===== src/rtl/nonce_search_ctrl.sv =====
// Nonce search controller: issues header^nonce message bytes to the Pearson hash
// stage and stops on the first hash below target, on nonce exhaustion, or on a hash timeout.
module nonce_search_ctrl #(
    parameter int NONCE_W = 8,
    parameter int TIMEOUT = 15
) (
    input  logic               clk,
    input  logic               reset,
    input  logic               start,
    input  logic [7:0]         header,
    input  logic [7:0]         target,
    input  logic [NONCE_W-1:0] nonce_base,
    output logic [7:0]         hash_msg,
    output logic               hash_req,
    input  logic [7:0]         hash_in,
    input  logic               hash_done,
    output logic               busy,
    output logic               found,
    output logic               exhausted,
    output logic               timeout_err,
    output logic [NONCE_W-1:0] nonce_out,
    output logic [7:0]         hash_out,
    output logic [NONCE_W:0]   attempts
);
    // state     | meaning
    // S_IDLE    | after reset, waiting for start
    // S_ISSUE   | hash_req pulse, message byte presented
    // S_WAIT    | waiting for hash_done, wait_cnt counts idle cycles
    // S_CHECK   | compare captured hash against target, advance nonce
    // S_FOUND   | hit, results held
    // S_EXHAUST | whole nonce space tried without a hit
    // S_ERROR   | hash stage failed to answer within TIMEOUT cycles
    typedef enum logic [2:0] {
        S_IDLE, S_ISSUE, S_WAIT, S_CHECK, S_FOUND, S_EXHAUST, S_ERROR
    } state_t;

    localparam int WCW = $clog2(TIMEOUT + 1);
    localparam logic [NONCE_W-1:0] NONCE_ONE = 1;
    localparam logic [WCW-1:0] WAIT_LAST = WCW'(TIMEOUT - 1);

    state_t             state;
    logic [7:0]         header_q;
    logic [7:0]         target_q;
    logic [NONCE_W-1:0] base_q;
    logic [NONCE_W-1:0] nonce;
    logic [WCW-1:0]     wait_cnt;
    logic [NONCE_W-1:0] nonce_next;
    logic [NONCE_W-1:0] nonce_last;

    assign nonce_next = nonce + NONCE_ONE;
    assign nonce_last = base_q - NONCE_ONE;

    always_ff @(posedge clk or posedge reset) begin
        if (reset) begin
            state       <= S_IDLE;
            header_q    <= '0;
            target_q    <= '0;
            base_q      <= '0;
            nonce       <= '0;
            wait_cnt    <= '0;
            hash_msg    <= '0;
            hash_req    <= 1'b0;
            busy        <= 1'b0;
            found       <= 1'b0;
            exhausted   <= 1'b0;
            timeout_err <= 1'b0;
            nonce_out   <= '0;
            hash_out    <= '0;
            attempts    <= '0;
        end else begin
            hash_req <= 1'b0;
            case (state)
                S_IDLE, S_FOUND, S_EXHAUST, S_ERROR: begin
                    if (start) begin
                        header_q    <= header;
                        target_q    <= target;
                        base_q      <= nonce_base;
                        nonce       <= nonce_base;
                        hash_msg    <= header ^ nonce_base[7:0];
                        attempts    <= '0;
                        found       <= 1'b0;
                        exhausted   <= 1'b0;
                        timeout_err <= 1'b0;
                        busy        <= 1'b1;
                        hash_req    <= 1'b1;
                        state       <= S_ISSUE;
                    end
                end
                S_ISSUE: begin
                    wait_cnt <= '0;
                    state    <= S_WAIT;
                end
                S_WAIT: begin
                    // a result arriving on the last allowed cycle still wins over the timeout
                    if (hash_done) begin
                        hash_out  <= hash_in;
                        nonce_out <= nonce;
                        state     <= S_CHECK;
                    end else if (wait_cnt == WAIT_LAST) begin
                        timeout_err <= 1'b1;
                        busy        <= 1'b0;
                        state       <= S_ERROR;
                    end else begin
                        wait_cnt <= wait_cnt + WCW'(1);
                    end
                end
                S_CHECK: begin
                    attempts <= attempts + (NONCE_W+1)'(1);
                    if (hash_out < target_q) begin
                        found <= 1'b1;
                        busy  <= 1'b0;
                        state <= S_FOUND;
                    end else if (nonce == nonce_last) begin
                        exhausted <= 1'b1;
                        busy      <= 1'b0;
                        state     <= S_EXHAUST;
                    end else begin
                        nonce    <= nonce_next;
                        hash_msg <= header_q ^ nonce_next[7:0];
                        hash_req <= 1'b1;
                        state    <= S_ISSUE;
                    end
                end
                default: state <= S_IDLE;
            endcase
        end
    end
endmodule


===== config.mk =====
export PLATFORM = sky130hd
export DESIGN_NAME = nonce_search_ctrl
export DESIGN_NICKNAME = d
export VERILOG_FILES = /design/src/rtl/nonce_search_ctrl.sv
export SDC_FILE = /design/constraint.sdc
export NUM_CORES = 1
export LEC_CHECK = 0
export ABC_AREA = 1
export CAP_MARGIN = 20
export CORE_ASPECT_RATIO = 0.9
export CORE_UTILIZATION = 52
export CTS_CLUSTER_DIAMETER = 150
export DETAILED_ROUTE_END_ITERATION = 10
export GPL_TIMING_DRIVEN = 0
export PLACE_DENSITY_LB_ADDON = 0.15
export SYNTH_ARGS = -nofsm -noshare
export SYNTH_HDL_FRONTEND = slang
export SYNTH_SLANG_ARGS = --single-unit

===== constraint.sdc =====
create_clock -name clk -period 5.4 [get_ports clk]
set_input_delay 0.81 -clock clk [delete_from_list [all_inputs] [get_ports clk]]
set_output_delay 0.81 -clock clk [all_outputs]
set_load 0.02 [all_outputs]

==> out/qor.csv <==
metric,value,unit
status,"finished, final reports clean",
NetSw,0.00137,W
row count,30,
"area leader, netlist",dfrtp_1,
share of the synthesized area in the top cell type,47.0,%
"Arr. time, crit path",1.42,ns
Placed Instance Area,0.00498,mm^2
Sink Count,77,
FILL cells,627,
# DRC,0,
Post-Synthesis Cells,504,
first-pass GRT wire length,16300,um
Reg-to-Reg End,hash_msg[3],
largest net degree at the start of global routing,66,
ys flop type,dfrtp_1,
pre-CTS setup slack,2.96,ns
antenna cells,0,
sequential power share,32.1,%
"Hold Vio Cnt, Final",0,
cell area power density,603,mW/mm^2
syn_nets,552,
io pins,74,
total power,0.00315,W
Clock Skew,0.00434,ns
min-delay src,attempts[8],
hold_ws,0.469,ns
switching share of power,43.6,%
CP peak stage delay,0.63,ns
Yosys warnings,0,
Worst path slowest cell,clkdlybuf4s50_1,
Tcrit/Tclk final,41.4,%
Max Clk Rate,448,MHz
nets,637,
Slew Limit Fails,0,
"Distinct cells, synth",35,
CP max FO,5,
Vias,3637,
Die W,95.6,um
Register Area,0.00193,mm^2
layout cells sized above 1,11.1,%
MaxCap Viol Count,0,
reg-to-reg startpoint,base_q[0],
total CTS buffers,9,
count of buffers from port buffering,73,
Post-CTS Repair Setup Buffers,0,
average size of a mapped cell,8.13,um^2
clock share of power,16.8,%
"Cell Area, Synth",0.00410,mm^2
Required @ worst endpoint,4.59,ns
core area,0.00758,mm^2
CTS H-tree lvls,3,
die height,86.2,um
ys async rst share,100,%
WL final,9780,um
RSZ-0062 raised after global routing,no,
minimum clock period after layout,2.23,ns
most common cell in the netlist,nand2_1,
Tot GR Track Use,25.8,%
initial antenna violation count,0,
drt pass-1 iters,5,
CTS tree,yes,
PnR worst setup slack,3.17,ns
Crit Path Class,register to output pin,
Comb pwr share,51.0,%
Setup crit end kind,output pin,
post-route ant nets,0,
root buf cell,clkbuf_8,
worst skew pair latency,0.36,ns
Iteration-0 DRC Markers,191,
hold path cells,1,
hold_buf cts,0,
internal power,0.00178,W
die area,0.00824,mm^2
Slew @ Worst Pin,0.527,ns
"Largest delay share family, worst path",buffers and inverters,
wire per inst,14.2,um
HP Class,register to register,
#FFs+latches synth,77,
post-synthesis sequential area ratio,47.0,%
most frequent cells after synthesis,"nand2_1, dfrtp_1, inv_1, o21ai_0",
"top cells by area, synth","dfrtp_1, nand2_1, o21ai_0",
cell chain of the critical path,clkdlybuf4s50_1,
flop2flop setup slack,3.21,ns
Rel. slew slack,64.9,%
TNS Setup,0,ns
worst reg2reg path depth,16,
"EDFF count, synth",0,
Critical Path Start Type,register,
Worst-path clk slew,0.08,ns
Peak VDD IR,0.288,mV
Vias per Instance,5.27,
area grow syn2layout,27.3,%
routability cong.,0.856,
Starting Density,54.1,%
CTS max path bufs,2,
Static Leakage,2.49,nW
HPWL Detailed,7090,um
Finished Cell Area,0.00522,mm^2
GRT overflow,0,
vias in the first global route,3490,
post-cts sizing count,0,
Setup Viol. Count Final,0,
crit path buf inv count,1,
multi-input logic area,0.00189,mm^2
WHS Endpoint,attempts[8],
[sequential cells by signal (all words and copies together) (netlist names)]
signal	cells
nonce_out	8
found	1
base_q	8
state	3
hash_msg	8
nonce	8
wait_cnt	4
timeout_err	1
hash_req	1
header_q	8
target_q	8
exhausted	1
busy	1
hash_out	8
attempts	9
[power groups by stage]
stage	clock network, W	logic [W]	registers [W]
after global placement	0	0.00155	0.00101
after CTS	0.000533	0.00161	0.00101
after detailed placement	0	0.00160	0.00102
final	0.000530	0.00161	0.00101
after floorplan	0	0.000973	0.00111
after global routing	0.000564	0.00180	0.00104
[cell usage in the layout, fill, tap and decap left out, types with 9 or more instances in the layout]
cell type        Yosys  final
nand2_1            150    150
dfrtp_1             77     77
clkdlybuf4s50_1      0     73
o21ai_0             47     47
inv_1               47     46
nor2_1              31     31
nand3_1             31     31
xor2_1              13     13
a21oi_1             13     13
ha_1                12     12
clkbuf_8             0      9
[cells by family after synthesis]
group | Yosys count | share of synthesized area (%)
buffers and inverters | 68 | 6.99
DFF | 77 | 47.0
xor gates and xnor gates | 18 | 3.85
AOI/OAI and AO/OA | 82 | 11.3
muxes | 8 | 2.20
and+or+nand+nor | 239 | 25.0
adders and majority gates | 12 | 3.66
[per-layer routing]
layer / vias up / global-route usage [%] / part of all wire [%]
met5: - / 0 / 0
met4: 0 / 8.55 / 1.8
met3: 15 / 5.00 / 5.2
met2: 96 / 41.6 / 47
met1: 1735 / 35.0 / 46
li1: 1791 / - / -
[stage by stage]
stage	std cells	util, %
after floorplan	504	-
after global placement	673	65.3
after detailed placement	674	65.7
after CTS	690	68.8
after global routing	690	68.8
final	690	68.8
[how the worst max path moves through the flow]
stage / startpoint / to / cells past startpoint
6_report: attempts[2] / attempts[2] / 1
5_1_grt: base_q[0] / hash_msg[3] / 16
4_1_cts: attempts[2] / attempts[2] / 1
3_5_place_dp: start / target_q[4] / 5
3_3_place_gp: reset / nonce_out[0] / 2
2_1_floorplan: reset / attempts[0] / 1
[layout make-up]
type	instances	area share [%]
clock buffer	10	2.45
timing repair buffer	74	14.5
sequential	77	36.9
inverter	53	3.86
clock inverter	6	2.13
buffer	15	1.68
tap	96	2.30
multi-input combinational	359	36.1
Note: power is estimated with default switching activity, not from simulation.
